[src/rtl/pc_fetch.sv]
// ----------------------------------------------------------------------------
// pc_fetch -- instruction fetch stage with a one-deep in-flight slot.
//
// The fetch PC (pc_q) addresses a synchronous-read instruction memory. The
// word returned one cycle later is presented directly to decode as Instr,
// tagged with the address it came from (PC_ID) and a valid bit (InstrValid).
// A taken branch on the decoded instruction redirects fetch to
// PC_ID + (ImmOp << 1) and squashes the sequential fetch already issued.
//
// Ports
//   clk         in   sole clock, rising edge
//   rst         in   synchronous, active-high reset
//   stall       in   hold fetch and decode outputs
//   PCsrc       in   branch taken for the instruction on Instr
//   ImmOp       in   extended immediate (halfword offset) from extend stage
//   imem_addr   out  instruction memory read address
//   imem_en     out  instruction memory read enable
//   imem_rdata  in   instruction word, valid one cycle after addr/en
//   Instr       out  instruction presented to decode
//   PC_ID       out  address of Instr
//   InstrValid  out  Instr/PC_ID hold a real instruction
//   Imm         out  12-bit immediate field extracted from Instr
// ----------------------------------------------------------------------------
module pc_fetch #(
    parameter int               WIDTH    = 32,
    parameter logic [WIDTH-1:0] RESET_PC = '0
) (
    input  logic             clk,
    input  logic             rst,
    input  logic             stall,
    input  logic             PCsrc,
    input  logic [WIDTH-1:0] ImmOp,
    output logic [WIDTH-1:0] imem_addr,
    output logic             imem_en,
    input  logic [31:0]      imem_rdata,
    output logic [31:0]      Instr,
    output logic [WIDTH-1:0] PC_ID,
    output logic             InstrValid,
    output logic [11:0]      Imm
);

    localparam logic [6:0] OPC_BRANCH = 7'b1100011;

    logic [WIDTH-1:0] pc_q;
    logic [WIDTH-1:0] pc_d;
    logic [WIDTH-1:0] if_pc_q;
    logic [WIDTH-1:0] if_pc_d;
    logic             if_v_q;
    logic             if_v_d;
    logic             redirect;

    // A branch can only be taken by a real instruction; PCsrc against a
    // bubble is meaningless and ignored.
    assign redirect = PCsrc & if_v_q;

    assign imem_addr  = pc_q;
    // Memory stays enabled on a redirect even under stall so the slot is
    // refilled (and then squashed) consistently with if_pc.
    assign imem_en    = ~stall | redirect;
    assign Instr      = imem_rdata;
    assign PC_ID      = if_pc_q;
    assign InstrValid = if_v_q;

    always_comb begin
        pc_d    = pc_q;
        if_pc_d = if_pc_q;
        if_v_d  = if_v_q;
        if (redirect) begin
            // Target is relative to the branch itself; the word fetched this
            // cycle (at pc_q) is the wrong path and is marked invalid.
            pc_d    = if_pc_q + (ImmOp << 1);
            if_pc_d = pc_q;
            if_v_d  = 1'b0;
        end else if (!stall) begin
            pc_d    = pc_q + WIDTH'(4);
            if_pc_d = pc_q;
            if_v_d  = 1'b1;
        end
    end

    always_ff @(posedge clk) begin
        if (rst) begin
            pc_q    <= RESET_PC;
            if_pc_q <= RESET_PC;
            if_v_q  <= 1'b0;
        end else begin
            pc_q    <= pc_d;
            if_pc_q <= if_pc_d;
            if_v_q  <= if_v_d;
        end
    end

    // Branches carry a scattered B-type offset in halfwords; everything else
    // uses the I-type field in the top 12 bits.
    always_comb begin
        Imm = Instr[31:20];
        if (Instr[6:0] == OPC_BRANCH) begin
            Imm = {Instr[31], Instr[7], Instr[30:25], Instr[11:8]};
        end
    end

endmodule

[config.mk]
export PLATFORM = sky130hd
export DESIGN_NAME = pc_fetch
export DESIGN_NICKNAME = d
export VERILOG_FILES = /design/src/rtl/pc_fetch.sv
export SDC_FILE = /design/constraint.sdc
export NUM_CORES = 1
export LEC_CHECK = 0
export ABC_AREA = 1
export CAP_MARGIN = 20
export CELL_PAD_IN_SITES_DETAIL_PLACEMENT = 1
export CELL_PAD_IN_SITES_GLOBAL_PLACEMENT = 1
export CORE_ASPECT_RATIO = 0.8
export CORE_MARGIN = 2
export CORE_UTILIZATION = 35
export CTS_BUF_LIST = sky130_fd_sc_hd__clkbuf_2
export DETAILED_ROUTE_END_ITERATION = 10
export GPL_TIMING_DRIVEN = 0
export PLACE_DENSITY = 0.86
export SLEW_MARGIN = 20
export SYNTH_ARGS = -nofsm -noshare
export SYNTH_HDL_FRONTEND = slang
export SYNTH_SLANG_ARGS = --single-unit
[constraint.sdc]
create_clock -name clk -period 4.3 [get_ports clk]
set_input_delay 0.86 -clock clk [delete_from_list [all_inputs] [get_ports clk]]
set_output_delay 0.86 -clock clk [all_outputs]
set_load 0.03 [all_outputs]
==> results by group <==
Clock tree
  – H-tree Lvls: 3
  – Clock slew seen by the registers of the worst setup and hold paths: 0.18 ns
  – CTS tree: yes
  – CTS buffer count: 9
  – Clk buf depth: 2
  – Clk sinks: 65
  – # hold bufs at CTS: 0
  – CTS root buffer: clkbuf_2
  – Clock Latency Late Sink: 0.56 ns

Power
  – PD cells: about 240 nW/um^2
  – Design Power: roughly 1.9 mW
  – LEAKAGE: about 3.7 nW
  – Peak supply drop: 120 uV

Worst setup path
  – Reg2reg end: imem_addr[29]
  – R2r startpoint: PC_ID[1]
  – CP Capture Type: output pin
  – CP startpoint kind: primary input
  – Most frequent CP cell: clkdlybuf4s50_1
  – Crit Path Max Fanout: 10
  – CP max stage cell: clkdlybuf4s50_1
  – Crit path DAT: 3.16 ns
  – Crit path largest cell delay: a little over 0.7 ns
  – Worst-path cell chain: clkdlybuf4s50_1 -> inv_1 -> nor4_1 -> nand4_1 -> clkbuf_1 -> a21oi_1 -> clkdlybuf4s50_1
  – Critical Path RT: approximately 3.4 ns
  – Critical path class: in2out
  – CP startpoint: imem_rdata[5]
  – R2r setup slk: 1.76 ns
  – Worst reg2reg path depth: 15

Logic synthesis
  – Most used DFF post-synth: dfxtp_1
  – Yosys top cell by area: dfxtp_1
  – Library cells used by synthesis: 43
  – Cell with the most instances after synthesis: nand2_1
  – Asr flop ratio synth: 0
  – Synthesized area: 5730 um^2
  – Post-synthesis sequential area ratio: 0.227
  – Cells after Synth: around 960
  – Dominant cells by area after synthesis: dfxtp_1, nand2_1, inv_1, nor2_1, o21ai_0
  – Post-synth EDFFs: 0
  – Ys Warns: 0
  – Area share of the leading cell type in the synthesized netlist: 0.227
  – Mapped Nets: 1064
  – Top cells by count, synth: nand2_1, inv_1, nor2_1
  – Mean Syn Cell Area: 5.94 um^2
  – Synth Register Bits: 65

Route
  – WL final: 24.4 mm
  – Post-route ant nets: 0
  – Drt initial violations: 488
  – Via/cell ratio: 5.25
  – Residual DRC: 0
  – Pre-antenna DRT Iters: 6
  – Drt wl/cell: about 18 um
  – Vias: 7156

Placed design
  – Port buffer count: 167
  – DP HPWL: approximately 20 mm
  – Dpl cells: 1346
  – GPL Wtd Cong: 0.901
  – Placed cell area: 7670 um^2

Finish
  – Design area: 7770 um^2
  – Area grow syn2layout: 35.7%
  – Final nets: ~1200
  – Fillers: around 2200
  – Antenna diodes: 0
  – Share of cells above drive strength 1: 0.0688
  – Non-filler cells, final: between 1000 and 1500

Flow run
  – Number of max-cap violations: 0

GRT
  – First-pass GRT wire length: 37.7 mm
  – Gr usage total: 0.274
  – Initial antenna violation count: 0
  – Maximum number of pins on one net before global-route repair: 12
  – Overflow after GRT: 0
  – Vias in the first global route: 6965

STA
  – WHS: 0.519 ns
  – Clock Skew: 0.0200 ns
  – Worst Max-Slew Pin Slew: 0.820 ns
  – Setup TNS: 0 ns
  – Tcrit/Tclk final: 0.934
  – Slew margin rel.: 0.453
  – Finish-stage setup viols: 0
  – FMAX: 249 MHz
  – Tmin final: 4.02 ns
  – Pins Over Slew Limit: 0
  – Final Hold Viols: 0
  – Unrepaired setup endpoints after global routing: no

Floorplanning
  – I/O pins: 178
  – Chip width: 147 um
  – Core area: 15900 um^2
  – Die H: between 100 and 150 um
  – Die ar.: 17400 um^2
  – Site Rows: 41
  – Initial core utilization: 0.360

Hold path
  – Hold Crit Depth: 2
  – Hold crit path type: reg2reg
  – HP Start: imem_addr[0]
  – WHS Endpoint: imem_addr[0]

Outcome
  – Status: completed
## area by class of cell
type	instances	area, um^2	share of cell area
buffer	57	352	0.0452
clock buffer	10	50.0	0.00644
clock inverter	6	35.0	0.00451
inverter	135	507	0.0652
multi-input combinational	706	3570	0.459
sequential	65	1300	0.167
tap	215	269	0.0346
timing repair buffer	170	1690	0.218
## worst max-delay path by stage
stage              end  slack (ns)  cells after the start
5_1_grt         Imm[8]         0.1                      7
3_3_place_gp   imem_en        0.12                      7
3_5_place_dp   imem_en        0.08                      7
2_1_floorplan   Imm[4]        1.08                      4
6_report        Imm[5]        0.28                      7
4_1_cts         Imm[5]        0.11                      7
## cell families (layout without fill, tap and decap cells)
group                    count (synthesis)  count (layout)  share of synthesized area
AO/OA/AOI/OAI                          185             185                      0.170
XOR/XNOR                                15              15                     0.0229
adder cells (fa/ha/maj)                 32              32                     0.0712
buffers and inverters                  193             378                      0.150
flip-flops                              65              65                      0.227
multiplexers                             5               5                    0.00983
AND/OR/NAND/NOR                        469             469                      0.348
## layer usage
metal,track usage,wire length [um],vias up
met5,0,0,-
met4,0.0535,301,0
li1,-,-,3444
met3,0.0471,1870,36
met2,0.450,10900,283
met1,0.380,11200,3393
## repair_timing
action | 4_1_cts | 5_1_grt
setup endpoints to repair | 0 | 4
endpoints found under the hold margin | 0 | 0
resized for setup | 0 | 0
setup buffers | 0 | 3
## where the power goes
| part | internal [mW] | total (mW) | switching [mW] | leakage, nW |
|---|---|---|---|---|
| logic | 0.330 | 0.851 | 0.521 | 3.06 |
| registers | 0.652 | 0.729 | 0.0774 | 0.537 |
| clock network | 0.0743 | 0.321 | 0.246 | 0.0591 |
## layout by cell type (no fill, tap or decap), types with 2 or more instances in the layout
cell,instances
buf_4,37
inv_2,3
nor3_1,12
buf_2,5
a211oi_1,2
o21ai_1,2
mux2_2,5
nor2_1,120
a21o_1,2
o21bai_1,5
clkbuf_2,10
inv_1,130
nor2_4,4
a31oi_1,6
nor4_1,4
xnor2_1,5
nor2_2,2
nand2_2,2
clkinv_1,3
xor2_1,10
o21ai_0,89
nand3_1,56
o2111ai_1,2
nand4_1,15
nand2_1,241
nand3b_1,3
dfxtp_1,65
and2_1,3
a21oi_1,73
clkbuf_1,17
ha_1,31
clkdlybuf4s50_1,167
clkinv_2,3
## per-stage QoR
step	setup WS, ns	utilization
5_1_grt	0.0968	0.489
4_1_cts	0.108	0.488
2_1_floorplan	1.08	-
6_report	0.282	0.489
3_5_place_dp	0.0827	0.482
3_3_place_gp	0.123	0.482
## worst max-delay path: cells and delay by family
| family | cells | cell delay [ns] |
|---|---|---|
| buf+inv | 4 | 1.50 |
| simple gates | 2 | 0.54 |
| compound gates | 1 | 0.25 |
## flip-flops by register name, summed over array words and instances (netlist names)
signal,cells
InstrValid,1
PC_ID,32
imem_addr,32
No activity file was read; power rests on OpenSTA's default activity.
